==> config.mk <==
export PLATFORM = sky130hd
export DESIGN_NAME = uart_rx_frame
export DESIGN_NICKNAME = d
export VERILOG_FILES = /design/src/rtl/uart_rx_frame.sv
export SDC_FILE = /design/constraint.sdc
export NUM_CORES = 1
export LEC_CHECK = 0
export ABC_AREA = 1
export BUFFER_PORTS_ARGS = -buffer_cell sky130_fd_sc_hd__buf_2
export CAP_MARGIN = 20
export CORE_MARGIN = 8
export CORE_UTILIZATION = 58
export DETAILED_ROUTE_END_ITERATION = 8
export HOLD_SLACK_MARGIN = 0.03
export PLACE_DENSITY = 0.76
export SYNTH_ARGS = -nofsm -noshare
export SYNTH_HDL_FRONTEND = slang
export SYNTH_SLANG_ARGS = --single-unit
==> constraint.sdc <==
create_clock -name Clk -period 2.2 [get_ports Clk]
set_clock_uncertainty 0.1 [all_clocks]
set_input_delay 0.11 -clock Clk [delete_from_list [all_inputs] [get_ports Clk]]
set_output_delay 0.11 -clock Clk [all_outputs]
set_load 0.1 [all_outputs]
==> src/rtl/uart_rx_frame.sv <==
// rtl/uart_rx_frame.sv - oversampled UART receiver returning one parallel word per frame
//
// Frame on the line: start bit (0), Width data bits LSB first, optional parity
// bit, one stop bit (1). Clk runs at Prescale x bit rate; each bit occupies
// edges 0..Prescale-1 of edge_cnt and is sampled around mid-bit.
//
// Optional build macro: UART_RX_MAJORITY_EN
//   defined   - 2-of-3 vote over edges Prescale/2-1, Prescale/2, Prescale/2+1
//   undefined - single sample at edge Prescale/2
//
// Ports:
//   Clk          oversampling clock, rising edge
//   Rst          synchronous active-low reset
//   RX_In        serial line, idle high, already synchronised to Clk
//   Prescale     Clk cycles per bit (8, 16 or 32), latched at the start edge
//   Parity_En    parity bit present, latched at the start edge
//   Parity_Typ   0 = even, 1 = odd, latched at the start edge
//   P_Data       last good word, held until the next good frame
//   Data_Valid   one-cycle pulse, P_Data updated this cycle
//   Parity_Error one-cycle pulse, parity mismatch
//   Stop_Error   one-cycle pulse, stop bit sampled 0

module uart_rx_frame #(
  parameter int Width      = 8,
  parameter int PRESCALE_W = 6
) (
  input  logic                  Clk,
  input  logic                  Rst,
  input  logic                  RX_In,
  input  logic [PRESCALE_W-1:0] Prescale,
  input  logic                  Parity_En,
  input  logic                  Parity_Typ,
  output logic [Width-1:0]      P_Data,
  output logic                  Data_Valid,
  output logic                  Parity_Error,
  output logic                  Stop_Error
);

  localparam int BW = (Width > 1) ? $clog2(Width) : 1;

  typedef enum logic [2:0] {
    IDLE,
    START,
    DATA,
    PARITY,
    STOP
  } state_t;

  state_t                state;
  state_t                next_state;
  logic [PRESCALE_W-1:0] edge_cnt;
  logic [PRESCALE_W-1:0] prescale_q;
  logic [BW-1:0]         bit_cnt;
  logic                  par_en_q;
  logic                  par_typ_q;
  logic                  par_err;
  logic                  sample;
  logic [Width-1:0]      shreg;

  logic                  frame_start;
  logic                  bit_end;
  logic                  last_data_bit;
  logic                  sample_now;
  logic                  sample_val;

  assign frame_start   = (state == IDLE) && !RX_In;
  assign bit_end       = (state != IDLE) && (edge_cnt == prescale_q - PRESCALE_W'(1));
  assign last_data_bit = (bit_cnt == BW'(Width - 1));

`ifdef UART_RX_MAJORITY_EN
  // rx_hist[0] holds the line at edge Prescale/2, rx_hist[1] at Prescale/2-1
  // when edge_cnt reaches Prescale/2+1; the vote is registered one edge later.
  logic [1:0] rx_hist;

  always_ff @(posedge Clk) begin
    if (!Rst) begin
      rx_hist <= 2'b11;
    end else begin
      rx_hist <= {rx_hist[0], RX_In};
    end
  end

  assign sample_now = (state != IDLE) && (edge_cnt == (prescale_q >> 1) + PRESCALE_W'(1));
  assign sample_val = (rx_hist[1] & rx_hist[0]) | (rx_hist[1] & RX_In) | (rx_hist[0] & RX_In);
`else
  assign sample_now = (state != IDLE) && (edge_cnt == (prescale_q >> 1));
  assign sample_val = RX_In;
`endif

  always_ff @(posedge Clk) begin
    if (!Rst) begin
      state <= IDLE;
    end else begin
      state <= next_state;
    end
  end

  always_comb begin
    next_state = state;
    case (state)
      IDLE:    if (!RX_In) next_state = START;
      // A start bit that reads high at mid-bit was a glitch, not a frame.
      START:   if (bit_end) next_state = sample ? IDLE : DATA;
      DATA:    if (bit_end && last_data_bit) next_state = par_en_q ? PARITY : STOP;
      PARITY:  if (bit_end) next_state = STOP;
      STOP:    if (bit_end) next_state = IDLE;
      default: next_state = IDLE;
    endcase
  end

  always_ff @(posedge Clk) begin
    if (!Rst) begin
      edge_cnt     <= '0;
      prescale_q   <= '0;
      bit_cnt      <= '0;
      par_en_q     <= 1'b0;
      par_typ_q    <= 1'b0;
      par_err      <= 1'b0;
      sample       <= 1'b1;
      shreg        <= '0;
      P_Data       <= '0;
      Data_Valid   <= 1'b0;
      Parity_Error <= 1'b0;
      Stop_Error   <= 1'b0;
    end else begin
      Data_Valid   <= 1'b0;
      Parity_Error <= 1'b0;
      Stop_Error   <= 1'b0;

      // The start-edge cycle is edge 0, so counting resumes at 1.
      if (frame_start) begin
        prescale_q <= Prescale;
        par_en_q   <= Parity_En;
        par_typ_q  <= Parity_Typ;
        par_err    <= 1'b0;
        bit_cnt    <= '0;
        edge_cnt   <= PRESCALE_W'(1);
      end else if (state != IDLE) begin
        edge_cnt <= bit_end ? '0 : edge_cnt + PRESCALE_W'(1);
      end

      if (sample_now) begin
        sample <= sample_val;
      end

      if (bit_end) begin
        case (state)
          DATA: begin
            // LSB arrives first, so after Width shifts it sits in bit 0.
            shreg   <= {sample, shreg[Width-1:1]};
            bit_cnt <= last_data_bit ? '0 : bit_cnt + BW'(1);
          end
          PARITY: begin
            par_err <= (sample != (par_typ_q ? ~^shreg : ^shreg));
          end
          STOP: begin
            Stop_Error   <= ~sample;
            Parity_Error <= par_err;
            if (sample && !par_err) begin
              Data_Valid <= 1'b1;
              P_Data     <= shreg;
            end
          end
          default: ;
        endcase
      end
    end
  end

endmodule

==> impl_metrics.toml, run 1 <==
[worst_hold_path]
min-delay-start = "Rst"
min_path_type = "in2reg"
hold_depth = 3

[finish]
fin_cells = 390
n_fill_cell = 323
layout_commonest_cell = "nand2_1"
antenna_cells = 0
final_cell_mix = "nand2_1 (65), nor2_1 (55), dfxtp_1 (41)"
nNetsFinal = 356
synthToLayoutAreaGrowth_pct = 15.5
layout-drive-gt1-share = 0.140

[synthesis]
seq_area_frac_synth = 0.393
synth_top_family_by_area = "simple AND/OR/NAND/NOR gates"
synthXorXnorAreaFrac = 0.0503
synthAdderAreaFrac = 0.0240
synth_compound_area_frac = 0.116
synthCells = 305
avgSynthCellArea_um2 = 6.85
ys_types = 31
ys_ff_latch = 41
synth_edf_count = 0
synthSimpleGateAreaFrac = 0.329
mappedNetlistArea_um2 = 2090
synth_flop_cell = "dfxtp_1"
synth_mux_area_frac = 0
ys.warnings.count = 0
syn_nets = 320
synth-async-reset-ratio = 0

[setup_path]
worstPathMaxFanout = 10
cp.required_ns = 2.36
timing.rr.start = "prescale_q[0]$_SDFFE_PN0P_"
ff2ff_path_depth = 15
crit_arrival_ns = 2.16
setup.worst_path.start = "prescale_q[0]$_SDFFE_PN0P_"
critPathKind = "reg2reg"
worstSetupStartpointType = "register"
critPathCaptureType = "register"

[place]
numPortBuffers = 21
hpwl_mm = 3.33
gp_congestion = 0.939
place_inst = 371

[grt]
grt_pass1_wl_mm = 7.98
grt_pass1_vias = 1848
grtUsageTotal = 0.164
overflow = 0
antenna_found_initial = 0
grt_start_max_net_pins = 28

[floorplan]
die_x_um = 76.0
rows = 22
die_h_um = 76.0
design.core.area_um2 = 3550
io_pins = 22
fp.dieArea_um2 = 5780
start_util = 0.588

[clocking]
clock-sinks = 41
clk_pin_slew_ns = 0.13
cts_buffer_depth = 2
clock_latency_ns = 0.36
root_buffer = "clkbuf_4"
htreeDepth = 2
postCtsSetupRepairBufs = 0
cts_buffers = 5
cts_tree = "yes"

[sta]
fmax_mhz = 499
slew_headroom = 0.676
hold_viol_final = 0
final-setup-viol-count = 0
period_share = 0.910
tns_ns = 0
final_max_slew_viol_count = 0
period_needed_ns = 2.00
worst_pin_slew_ns = 0.489
rsz0062_at_grt = "no"

[route]
vias_per_cell = 4.99
firstDrtPassIters = 5
dr_total_vias = 1946
drc = 0
drt_wl_total_mm = 4.57
wl_per_cell_um = 11.7
detail-route-antenna-nets = 0
drt-initial-drc-count = 116

[run_status]
status = "complete, no violations"

[power_and_ir_drop]
p_per_area_nw_per_um2 = 930
cellLeakagePower_nw = 1.21
vdd_ir_drop_max_uv = 456

[job]
maxCapViolCount = 0
-- registers in the layout (all words and copies together), names as in the netlist --
| name | count |
|---|---|
| P_Data | 8 |
| Parity_Error | 1 |
| par_err | 1 |
| par_typ_q | 1 |
| Stop_Error | 1 |
| edge_cnt | 6 |
| bit_cnt | 3 |
| shreg | 8 |
| par_en_q | 1 |
| prescale_q | 6 |
| sample | 1 |
| Data_Valid | 1 |
| state | 3 |
-- synthesized netlist by cell type (3+ instances only) --
cell type / count / share of area
o21ai_1: 4 / 0.0096
xnor2_1: 5 / 0.021
nand3_1: 23 / 0.055
xor2_1: 7 / 0.029
ha_1: 4 / 0.024
inv_2: 4 / 0.0072
nor2_1: 55 / 0.099
a21oi_1: 17 / 0.041
nand2_1: 66 / 0.12
dfxtp_1: 41 / 0.39
nand2_2: 3 / 0.0090
o22ai_1: 3 / 0.0090
inv_1: 31 / 0.056
o21ai_0: 17 / 0.041
-- report_power, final --
part,leakage (nW),switching (mW),internal (mW)
clock,0.0234,0.261,0.124
combinational,0.849,0.599,0.338
sequential,0.333,0.0952,0.828
-- critical path, stage by stage, from the launching register on --
cell and delay, ns:
dfxtp_1 0.37, inv_1 0.10, ha_1 0.31, inv_1 0.06, nand2_1 0.04, nand2_1 0.06, nand3_1 0.08, nor2_1 0.09
nand2_1 0.06, nor2_2 0.09, nand2_2 0.08, buf_4 0.20, nand2_2 0.11, nand3_1 0.07, nand2_1 0.07, nor2_1 0.04
-- cell type report --
class | instances | area, µm² | area share
multi-input cells | 220 | 1090 | 0.450
clock inverters | 3 | 22.5 | 0.00933
flip-flops and latches | 41 | 821 | 0.340
repair buffers | 36 | 245 | 0.102
inverters | 37 | 141 | 0.0586
well taps | 48 | 60.1 | 0.0249
clock buffers | 5 | 37.5 | 0.0156
-- worst paths after layout --
kind	endpoint	slack [ns]
max reg2reg	state[1]$_SDFFE_PN0P_	0.20
min reg2reg	Parity_Error$_SDFF_PN0_	0.39
max	state[1]$_SDFFE_PN0P_	0.20
min	bit_cnt[1]$_SDFF_PN0_	0.05
-- per-stage QoR --
stage | util | instance area, µm² | setup WS, ns | total power, mW | hold slack [ns]
floorplan | - | 2090 | 0.388 | 1.64 | 0.175
global placement | 0.631 | 2240 | 0.250 | 1.84 | 0.287
detailed placement | 0.631 | 2240 | 0.195 | 1.85 | 0.291
CTS | 0.679 | 2410 | 0.184 | 2.26 | 0.0347
global route | 0.680 | 2410 | 0.0166 | 2.43 | 0.0380
finish | 0.680 | 2410 | 0.198 | 2.24 | 0.0549
-- layer usage --
metal	GRT usage	part of all wire	wire [µm]	vias up
met5	0	0	0	-
met4	0.0608	0.022	100	0
met3	0.0448	0.040	183	10
met2	0.299	0.49	2260	33
met1	0.173	0.44	2030	865
li1	-	-	-	1038
-- logic make-up (layout without fill, tap and decap cells) --
logic type	count (synthesis)	in the layout
flops	41	41
buf+inv	44	81
compound gates	45	45
xor+xnor	12	12
fa+ha+maj	4	4
simple gates	159	159
-- repair_timing --
| item | in CTS | in global routing |
|---|---|---|
| gates resized for setup | 0 | 1 |
| hold buffers | 11 | 0 |
| endpoints found under the hold margin | 10 | 0 |
| setup endpoints to repair | 0 | 1 |
No activity file was read; power rests on OpenSTA's default activity.
==> run 2, diff against run 1 <==
- CORE_UTILIZATION: 58 -> 31
- GPL_ROUTABILITY_DRIVEN: default -> 0
- PLACE_DENSITY: 0.76 -> 0.44
==> run 2 against run 1 <==
Net effect:
- sequential share of layout area decreased by 1.1 points
- die area increased by 67%
- via count decreased by 1.8%
- non-clock buffer count decreased by 4
- hold slack got worse by 0.0096 ns
- combinational power about the same
- first-iteration DRC count decreased by 44%
- total power increased by 17%
- utilization decreased by 30 points
- flip-flop and latch count unchanged
- maximum frequency decreased by 0.81%
- highest routed layer unchanged
==> impl_metrics.toml, run 2 (same netlist as run 1, synthesis figures left out) <==
[run_status]
status = "complete, no violations"

[route]
dr_total_vias = 1911
vias_per_cell = 4.57
drt-initial-drc-count = 65
firstDrtPassIters = 4
wl_per_cell_um = 12.4
drt_wl_total_mm = 5.17
detail-route-antenna-nets = 0
drc = 0

[clocking]
clock_latency_ns = 0.30
cts_buffer_depth = 2
cts_tree = "yes"
htreeDepth = 2
clk_pin_slew_ns = 0.09
cts_buffers = 5
clock-sinks = 41
root_buffer = "clkbuf_8"

[sta]
tns_ns = 0
fmax_mhz = 495
slew_headroom = 0.662
period_needed_ns = 2.02
period_share = 0.917
final-setup-viol-count = 0
final_max_slew_viol_count = 0
hold_viol_final = 0
worst_pin_slew_ns = 0.511
rsz0062_at_grt = "no"
setup_ws_ns = 0.182

[place]
dp_slack_ns = 0.150
numPortBuffers = 21
hpwl_mm = 3.83

[setup_path]
crit_arrival_ns = 2.12
critPathCaptureType = "register"
cp.required_ns = 2.30
ff2ff_path_depth = 15
timing.rr.start = "prescale_q[0]$_SDFFE_PN0P_"
rr_endpoint = "state[2]$_SDFFE_PN0P_"
worstPathMaxFanout = 8
worstSetupStartpointType = "register"
rrSetupSlack_ns = 0.18
critPathKind = "reg2reg"

[finish]
nNetsFinal = 352
antenna_cells = 0
final_cell_mix = "nand2_1 (65), nor2_1 (55), dfxtp_1 (41)"
layout-drive-gt1-share = 0.145
layout_top_registers = "P_Data x8, shreg x8"
layout_commonest_cell = "nand2_1"
synthToLayoutAreaGrowth_pct = 19.3
final_core_util = 0.375

[grt]
overflow = 0
grt_pass1_vias = 1878
grtUsageTotal = 0.113
grt_pass1_wl_mm = 8.86
grt_start_max_net_pins = 28
antenna_found_initial = 0

[worst_hold_path]
min_to = "sample$_SDFFE_PN1P_"
min_path_type = "in2reg"
min-delay-start = "RX_In"
hold_depth = 3

[power_and_ir_drop]
p_per_area_nw_per_um2 = 1050
sw_frac_of_total = 0.384
p_seq_frac = 0.354
clkPwrFrac = 0.287
power.total_mw = 2.62
cellLeakagePower_nw = 1.24
vdd_ir_drop_max_uv = 431
p_switching_mw = 1.00
combPwrFrac = 0.359
p_int_mw = 1.61

[floorplan]
die_h_um = 98.1
design.core.area_um2 = 6640
io_pins = 22
rows = 30
start_util = 0.315
die_x_um = 98.1
fp.dieArea_um2 = 9620

[job]
maxCapViolCount = 0
[run 2: metrics by stage]
stage | hold slack, ns | std cells | instance area [µm²]
final | 0.0454 | 418 | 2490
after global routing | 0.0477 | 418 | 2490
after CTS | 0.0373 | 418 | 2490
after detailed placement | 0.295 | 403 | 2280
after global placement | 0.295 | 403 | 2280
after floorplan | 0.175 | 305 | 2090
[run 2: worst max-delay path: stages (launching register included)]
cell and delay, ns:
dfxtp_1 0.33, inv_1 0.15, ha_2 0.30, inv_1 0.05, nand2_1 0.04, nand2_1 0.06
nand3_1 0.07, nor2_1 0.09, nand2_1 0.07, nor2_2 0.09, nand2_2 0.09, buf_4 0.19
nand2_2 0.11, nand3_1 0.08, nand2_1 0.06, nor2_1 0.04
[run 2: timing repair]
action,CTS,global route
hold buffers,7,0
endpoints found under the setup margin,0,12
buffers inserted,0,0
gates resized for setup,0,2
endpoints found under the hold margin,7,0
[run 2: worst max path at each step]
stage / endpoint / startpoint / cells past startpoint
after global routing: shreg[2]$_SDFFE_PN0P_ / prescale_q[0]$_SDFFE_PN0P_ / 14
after detailed placement: shreg[3]$_SDFFE_PN0P_ / prescale_q[0]$_SDFFE_PN0P_ / 14
after global placement: shreg[0]$_SDFFE_PN0P_ / prescale_q[0]$_SDFFE_PN0P_ / 14
after floorplan: P_Data[4]$_SDFFE_PN0P_ / prescale_q[0]$_SDFFE_PN0P_ / 15
after CTS: shreg[3]$_SDFFE_PN0P_ / prescale_q[0]$_SDFFE_PN0P_ / 14
final: state[2]$_SDFFE_PN0P_ / prescale_q[0]$_SDFFE_PN0P_ / 15
[run 2: routing by layer]
layer	share of wire	track usage	vias up	routed length (µm)
met5	0	0	-	0
met4	0.0089	0.0360	0	46
met3	0.041	0.0341	4	214
met2	0.48	0.197	25	2470
met1	0.47	0.129	847	2440
li1	-	-	1035	-
[run 2: final cells by class]
class	instances	area (µm²)
well taps	80	100
flip-flops and latches	41	821
multi-input cells	220	1090
clock buffers	5	68.8
repair buffers	32	205
fillers	722	4150
clock inverters	3	68.8
inverters	37	141
[run 2: power by group through the flow]
stage,clock [mW],sequential (mW),combinational (mW)
detailed placement,0,0.943,0.929
finish,0.750,0.927,0.940
global route,0.801,0.939,1.08
global placement,0,0.946,0.943
CTS,0.779,0.927,0.943
floorplan,0,0.918,0.717
